### src/rtl/if_pkg.sv
// Shared definitions for the instruction-fetch front end: slot layout,
// reset fetch address and the sequential PC step.
package if_pkg;

    // Width of the PC and instruction fields held in each slot.
    localparam int unsigned IF_XLEN = 32;

    // Default first fetch address after reset.
    localparam logic [IF_XLEN-1:0] IF_RESET_PC = 32'h0000_0000;

    // Byte distance between sequential fetch addresses.
    localparam int unsigned IF_PC_INC = 4;

    // One in-order queue entry: PC is known at request time, the
    // instruction arrives later and sets filled.
    typedef struct packed {
        logic [IF_XLEN-1:0] pc;
        logic [IF_XLEN-1:0] inst;
        logic               filled;
    } if_slot_t;

endpackage

### src/rtl/if_slot_queue.sv
// In-order slot queue for the fetch front end. A slot is allocated when a
// request is accepted, filled when its response returns and popped by ID.
// Pointers carry one extra MSB so that full and empty are distinguishable.
module if_slot_queue
    import if_pkg::*;
#(
    parameter int unsigned DEPTH = 4
) (
    input  logic               clk,
    input  logic               rst,
    input  logic               clear,
    input  logic               alloc_en,
    input  logic [IF_XLEN-1:0] alloc_pc,
    input  logic               fill_en,
    input  logic [IF_XLEN-1:0] fill_inst,
    input  logic               pop_en,
    output logic               full,
    output logic               empty,
    output if_slot_t           head
);

    localparam int unsigned AW      = $clog2(DEPTH);
    localparam logic [AW:0] DEPTH_W = DEPTH[AW:0];
    localparam logic [AW:0] PTR_ONE = {{AW{1'b0}}, 1'b1};

    if_slot_t    slots_r [DEPTH];
    logic [AW:0] alloc_ptr_r;
    logic [AW:0] fill_ptr_r;
    logic [AW:0] head_ptr_r;
    logic [AW:0] used_s;

    // Occupancy flags and head view derived from the pointers.
    always_comb begin
        used_s = alloc_ptr_r - head_ptr_r;
        full   = (used_s == DEPTH_W);
        empty  = (alloc_ptr_r == head_ptr_r);
        head   = slots_r[head_ptr_r[AW-1:0]];
    end

    // Pointer advance; clear rewinds all three pointers to an empty queue.
    always_ff @(posedge clk) begin
        if (!rst || clear) begin
            alloc_ptr_r <= '0;
            fill_ptr_r  <= '0;
            head_ptr_r  <= '0;
        end else begin
            if (alloc_en) begin
                alloc_ptr_r <= alloc_ptr_r + PTR_ONE;
            end
            if (fill_en) begin
                fill_ptr_r <= fill_ptr_r + PTR_ONE;
            end
            if (pop_en) begin
                head_ptr_r <= head_ptr_r + PTR_ONE;
            end
        end
    end

    // Slot contents; allocate, fill and pop always touch distinct slots.
    always_ff @(posedge clk) begin
        if (!rst) begin
            for (int unsigned i = 0; i < DEPTH; i++) begin
                slots_r[i] <= '0;
            end
        end else if (clear) begin
            for (int unsigned i = 0; i < DEPTH; i++) begin
                slots_r[i].filled <= 1'b0;
            end
        end else begin
            if (alloc_en) begin
                slots_r[alloc_ptr_r[AW-1:0]].pc     <= alloc_pc;
                slots_r[alloc_ptr_r[AW-1:0]].inst   <= '0;
                slots_r[alloc_ptr_r[AW-1:0]].filled <= 1'b0;
            end
            if (fill_en) begin
                slots_r[fill_ptr_r[AW-1:0]].inst   <= fill_inst;
                slots_r[fill_ptr_r[AW-1:0]].filled <= 1'b1;
            end
            if (pop_en) begin
                slots_r[head_ptr_r[AW-1:0]].filled <= 1'b0;
            end
        end
    end

endmodule

### src/rtl/if_fetch_queue.sv
// Instruction-fetch front end: sequential fetch PC generation, a bounded
// number of in-flight memory requests, in-order buffering of returned
// instructions and a redirect that retargets fetch and discards stale
// responses. Define IF_PERF_CNT_EN to add the perf_fetched / perf_dropped
// event counters and their ports.
module if_fetch_queue
    import if_pkg::*;
#(
    parameter int unsigned      XLEN     = IF_XLEN,
    parameter int unsigned      DEPTH    = 4,
    parameter int unsigned      MAX_OUT  = 2,
    parameter logic [XLEN-1:0]  RESET_PC = IF_RESET_PC
) (
    input  logic            clk,
    input  logic            rst,
    input  logic            redirect_valid,
    input  logic [XLEN-1:0] redirect_pc,
    output logic            imem_req_valid,
    input  logic            imem_req_ready,
    output logic [XLEN-1:0] imem_req_addr,
    input  logic            imem_rsp_valid,
    input  logic [XLEN-1:0] imem_rsp_data,
    output logic            id_valid,
    input  logic            id_ready,
    output logic [XLEN-1:0] id_pc,
    output logic [XLEN-1:0] id_pc4,
    output logic [XLEN-1:0] id_inst
`ifdef IF_PERF_CNT_EN
    ,
    output logic [31:0]     perf_fetched,
    output logic [31:0]     perf_dropped
`endif
);

    // The slot layout is fixed by the package, so XLEN must match it.
    if (XLEN != IF_XLEN) begin : g_xlen_check
        $error("if_fetch_queue: XLEN must equal if_pkg::IF_XLEN");
    end

    // One spare bit so that out_cnt + drop_cnt never overflows.
    localparam int unsigned     CW        = $clog2(MAX_OUT + 1) + 1;
    localparam logic [CW-1:0]   MAX_OUT_W = MAX_OUT[CW-1:0];
    localparam logic [XLEN-1:0] PC_INC_W  = IF_PC_INC[XLEN-1:0];

    logic [XLEN-1:0] fetch_pc_r;
    logic [CW-1:0]   out_cnt_r;
    logic [CW-1:0]   drop_cnt_r;

    logic            full_s;
    logic            empty_s;
    if_slot_t        head_s;
    logic            issue_s;
    logic            req_hs_s;
    logic            rsp_live_s;
    logic            rsp_drop_s;
    logic            head_ok_s;
    logic            pop_s;
    logic [CW-1:0]   req_inc_s;
    logic [CW-1:0]   live_dec_s;
    logic [CW-1:0]   drop_dec_s;
    logic [CW-1:0]   rsp_dec_s;

    if_slot_queue #(
        .DEPTH (DEPTH)
    ) u_slot_queue (
        .clk       (clk),
        .rst       (rst),
        .clear     (redirect_valid),
        .alloc_en  (req_hs_s),
        .alloc_pc  (fetch_pc_r),
        .fill_en   (rsp_live_s),
        .fill_inst (imem_rsp_data),
        .pop_en    (pop_s),
        .full      (full_s),
        .empty     (empty_s),
        .head      (head_s)
    );

    // Issue, response routing and ID handshake decisions for this cycle.
    always_comb begin
        issue_s    = rst && !full_s && ((out_cnt_r + drop_cnt_r) < MAX_OUT_W)
                     && !redirect_valid;
        req_hs_s   = issue_s && imem_req_ready;
        rsp_drop_s = imem_rsp_valid && (drop_cnt_r != '0);
        rsp_live_s = imem_rsp_valid && (drop_cnt_r == '0);
        head_ok_s  = head_s.filled && !empty_s;
        pop_s      = head_ok_s && !redirect_valid && id_ready;
        req_inc_s  = CW'(req_hs_s);
        live_dec_s = CW'(rsp_live_s);
        drop_dec_s = CW'(rsp_drop_s);
        rsp_dec_s  = CW'(imem_rsp_valid);
    end

    // Output views; the ID fields read as zero whenever no head is offered.
    always_comb begin
        imem_req_valid = issue_s;
        imem_req_addr  = fetch_pc_r;
        id_valid       = head_ok_s && !redirect_valid;
        if (id_valid) begin
            id_pc   = head_s.pc;
            id_pc4  = head_s.pc + PC_INC_W;
            id_inst = head_s.inst;
        end else begin
            id_pc   = '0;
            id_pc4  = '0;
            id_inst = '0;
        end
    end

    // Fetch PC and in-flight accounting; a redirect turns every live
    // request into one whose response must be discarded.
    always_ff @(posedge clk) begin
        if (!rst) begin
            fetch_pc_r <= RESET_PC;
            out_cnt_r  <= '0;
            drop_cnt_r <= '0;
        end else if (redirect_valid) begin
            fetch_pc_r <= redirect_pc;
            out_cnt_r  <= '0;
            drop_cnt_r <= drop_cnt_r + out_cnt_r + req_inc_s - rsp_dec_s;
        end else begin
            if (req_hs_s) begin
                fetch_pc_r <= fetch_pc_r + PC_INC_W;
            end
            out_cnt_r  <= out_cnt_r + req_inc_s - live_dec_s;
            drop_cnt_r <= drop_cnt_r - drop_dec_s;
        end
    end

`ifdef IF_PERF_CNT_EN
    // Event counters: ID handshakes, and responses that never enter the queue.
    always_ff @(posedge clk) begin
        if (!rst) begin
            perf_fetched <= 32'd0;
            perf_dropped <= 32'd0;
        end else begin
            if (pop_s) begin
                perf_fetched <= perf_fetched + 32'd1;
            end
            if (rsp_drop_s || (imem_rsp_valid && redirect_valid)) begin
                perf_dropped <= perf_dropped + 32'd1;
            end
        end
    end
`endif

endmodule

### config.mk
export PLATFORM = sky130hd
export DESIGN_NAME = if_fetch_queue
export DESIGN_NICKNAME = d
export VERILOG_FILES = /design/src/rtl/if_pkg.sv /design/src/rtl/if_slot_queue.sv /design/src/rtl/if_fetch_queue.sv
export SDC_FILE = /design/constraint.sdc
export NUM_CORES = 1
export LEC_CHECK = 0
export ABC_AREA = 1
export CAP_MARGIN = 5
export CORE_ASPECT_RATIO = 0.75
export CORE_MARGIN = 4
export CORE_UTILIZATION = 25
export CTS_CLUSTER_SIZE = 8
export DETAILED_ROUTE_END_ITERATION = 7
export DONT_BUFFER_PORTS = 1
export MAX_ROUTING_LAYER = met4
export RECOVER_POWER = 50
export SLEW_MARGIN = 20
export SYNTH_ARGS = -nofsm -noshare
export SYNTH_HDL_FRONTEND = slang
export SYNTH_HIERARCHICAL = 1
export SYNTH_SLANG_ARGS = --single-unit
### constraint.sdc
create_clock -name clk -period 12 [get_ports clk]
set_clock_uncertainty 0.1 [all_clocks]
set_input_delay 3.6 -clock clk [delete_from_list [all_inputs] [get_ports clk]]
set_output_delay 3.6 -clock clk [all_outputs]
set_load 0.02 [all_outputs]
==> run_results.csv <==
group,metric,value,unit
critical_path,critPathMaxFanout,51,
critical_path,r2r_slack,5200,ps
global_routing,grt_max_degree,85,
power_and_ir_drop,ir_worst_vdd,0.0000921,V
sta,setup_violations,0,
sta,rsz0062_at_grt,"false",
synthesis,ys_seq_elements,308,
run,cap_violations,10,
critical_path,worstSetupStartpointType,"primary input",
synthesis,syn_inst,1848,
critical_path,path_cells,"nor2_1 -> nand2_4 -> clkbuf_1 -> nor2_1",
clock_network,clockBufferDepth,3,
global_routing,grt_pass1_wl,73400,µm
layout,drive_gt1_frac,0.0513,
layout,layout_commonest_cell,"nor2_1",
placed_design,port_buffers,0,
power_and_ir_drop,swShare,0.243,
sta,relSlewSlack,-0.607,
critical_path,critPathCaptureType,"output port",
routing,wirelength,49700,µm
layout,final_cell_mix,"nor2_1, edfxtp_1, inv_1",
synthesis,synth_cell_types,40,
die,ios,200,
sta,fin_crit_sh,0.847,
routing,vias_per_cell,4.62,
die,dieArea,67600,µm²
layout,syn_to_final_growth,11.4,%
sta,period_needed,10160,ps
power_and_ir_drop,seq_power_share,0.485,
synthesis,syn_area,15900,µm²
clock_network,clock_sinks,308,
placed_design,hpwlAfterDp,32400,µm
clock_network,htree_levels,2,
die,die-height,226,µm
synthesis,syn_avg_cell_area,8.58,µm²
clock_network,cts.clk_slew.worst_paths,50,ps
routing,vias,12400,
clock_network,post-cts-setup-buffers,0,
critical_path,critPathMostFrequentCell,"nor2_1",
routing,dr.pass1.iters,5,
layout,final_cell_area,17700,µm²
critical_path,crit_required,8300,ps
power_and_ir_drop,p_int,0.00196,W
routing,wire_per_inst,18.5,µm
power_and_ir_drop,power.switching,0.000631,W
run_status,violations,"max-capacitance violations, max-slew violations",
critical_path,critical_path_class,"primary input to output port",
sta,hold_viol_final,0,
placed_design,gp_congestion,0.864,
global_routing,antenna_found_initial,2,
synthesis,yosys_warnings,6,
global_routing,grt_use_total,0.146,
routing,drc,0,
die,fp-row-count,79,
critical_path,cpPeakStageDelay,1740,ps
clock_network,ctsResizeCount,0,
sta,worstMarginPinSlew,2410,ps
power_and_ir_drop,p_clk_frac,0.436,
sta,maxSlewViolCount,364,
die,die_x,299,µm
min_path,hp-class,"flip-flop to flip-flop",
layout,nets,1911,
clock_network,cts_tree,"yes",
power_and_ir_drop,power.density,147,nW/µm²
die,start_util,0.254,
clock_network,cts_buffers,44,
clock_network,clock_latency,560,ps
clock_network,clockRootBuffer,"clkbuf_16",
critical_path,cpMaxStageDelayCell,"clkbuf_1",
routing,ant_nets,0,
global_routing,grt_pass1_vias,12000,
sta,fin_tns_setup,0,ps
synthesis,seq_area_frac_synth,0.550,
placed_design,place_area,16500,µm²
run_status,status,"finished with violations",
global_routing,grt_overflow_total,0,
power_and_ir_drop,p_comb_frac,0.079,
sta,max_freq,0.0984,GHz
routing,drt_iter0_drc,961,
die,coreArea,62400,µm²
power_and_ir_drop,leakagePower,6.62,nW
clock_network,cts-hold-fix-buffers,0,
critical_path,crit_arrival,6460,ps
synthesis,syn_nets,1945,
-- kinds of logic (layout without fill, tap and decap cells) --
family          Yosys count  after routing  share of synthesized area
simple gates            867            867                      0.228
compound gates          301            301                      0.101
fa+ha+maj                27             27                     0.0227
flops                   308            308                      0.550
buf+inv                 325            308                     0.0865
other cells               0              2                          0
xor+xnor                 20             20                     0.0110
-- metrics by stage --
stage | setup slack [ps] | utilization | std cells | hold WS [ps] | total power, W
2_1_floorplan | 3450 | - | 1848 | 356 | 0.00142
4_1_cts | 2950 | 0.285 | 2681 | 397 | 0.00264
3_3_place_gp | 3000 | 0.265 | 2618 | 378 | 0.00148
6_report | 1840 | 0.283 | 2683 | 397 | 0.00259
3_5_place_dp | 2950 | 0.265 | 2618 | 389 | 0.00149
5_1_grt | 1490 | 0.283 | 2683 | 427 | 0.00270
-- registers in the layout, summed over array words and instances, names as in the netlist, named ones only --
| signal | count |
|---|---|
| imem_req_addr | 32 |
| out_cnt_r | 3 |
| u_slot_queue/slots_r | 260 |
| u_slot_queue/head_ptr_r | 3 |
| u_slot_queue/fill_ptr_r | 2 |
| u_slot_queue/alloc_ptr_r | 3 |
| drop_cnt_r | 3 |
-- cell usage after synthesis --
cell      instances  share of area
nor2_1          542           0.13
edfxtp_1        256           0.48
inv_1           226          0.053
nand2_1         213          0.050
o21ai_0         168          0.053
o22ai_1          65          0.026
a21oi_1          57          0.018
dfxtp_1          52          0.066
nand3_1          47          0.015
clkbuf_1         39         0.0092
buf_2            34          0.011
ha_1             24          0.019
nor3_1           19         0.0060
xor2_1           15         0.0083
buf_6            12         0.0085
nor2_4           11         0.0078
inv_2             6         0.0014
nor2_2            6         0.0024
buf_4             5         0.0024
xnor2_1           5         0.0028
a31oi_1           4         0.0016
nand2_2           4         0.0016
nand3_2           4         0.0025
nand3_4           4         0.0044
buf_1             3        0.00071
fa_1              3         0.0038
nand4_1           3         0.0012
nor3_2            3         0.0019
o21ai_1           3        0.00095
and2_1            2        0.00079
nand2_4           2         0.0014
nand4_2           2         0.0016
o211ai_1          2        0.00095
and3_1            1        0.00039
nand3b_1          1        0.00047
nand4_4           1         0.0013
nor4_1            1        0.00039
o221ai_1          1        0.00055
o31ai_1           1        0.00047
or2_2             1        0.00039
-- layer usage --
layer,wire length (µm),vias up,global-route usage
met1,22200,5958,0.192
met5,0,-,-
met3,3600,64,0.0340
met2,22900,403,0.228
li1,-,5964,-
met4,1050,0,0.0402
-- critical path, delay by kind of cell --
family / cells / cell delay, ps
buf+inv: 1 / 1740
simple gates: 3 / 1020
-- path summary, 6_finish.rpt --
| kind | from | cells after the start | to |
|---|---|---|---|
| worst max register to register | out_cnt_r[1] | 11 | u_slot_queue/slots_r[1][53] |
| worst min register to register | out_cnt_r[2] | 2 | out_cnt_r[2] |
| worst min-delay path | out_cnt_r[2] | 2 | out_cnt_r[2] |
| worst max-delay path | redirect_valid | 4 | id_pc4[1] |
-- power groups by stage --
stage                     Sequential (W)  Clock [W]  Combinational, W
after floorplan                  0.00126          0          0.000160
after global placement           0.00128          0          0.000208
after detailed placement         0.00128          0          0.000214
after CTS                        0.00126    0.00116          0.000215
after global routing             0.00126    0.00120          0.000233
final                            0.00126    0.00113          0.000205
-- final cells by class --
class / count / area [µm²]
Antenna cell: 2 / 5.00
Clock buffer: 62 / 1210
Clock inverter: 1 / 16.3
Fill cell: 6542 / 44700
Inverter: 232 / 872
Multi-Input combinational cell: 1215 / 5680
Sequential cell: 308 / 8740
Tap cell: 850 / 1060
Timing Repair Buffer: 13 / 82.6
(Power assumes the default switching activity.)
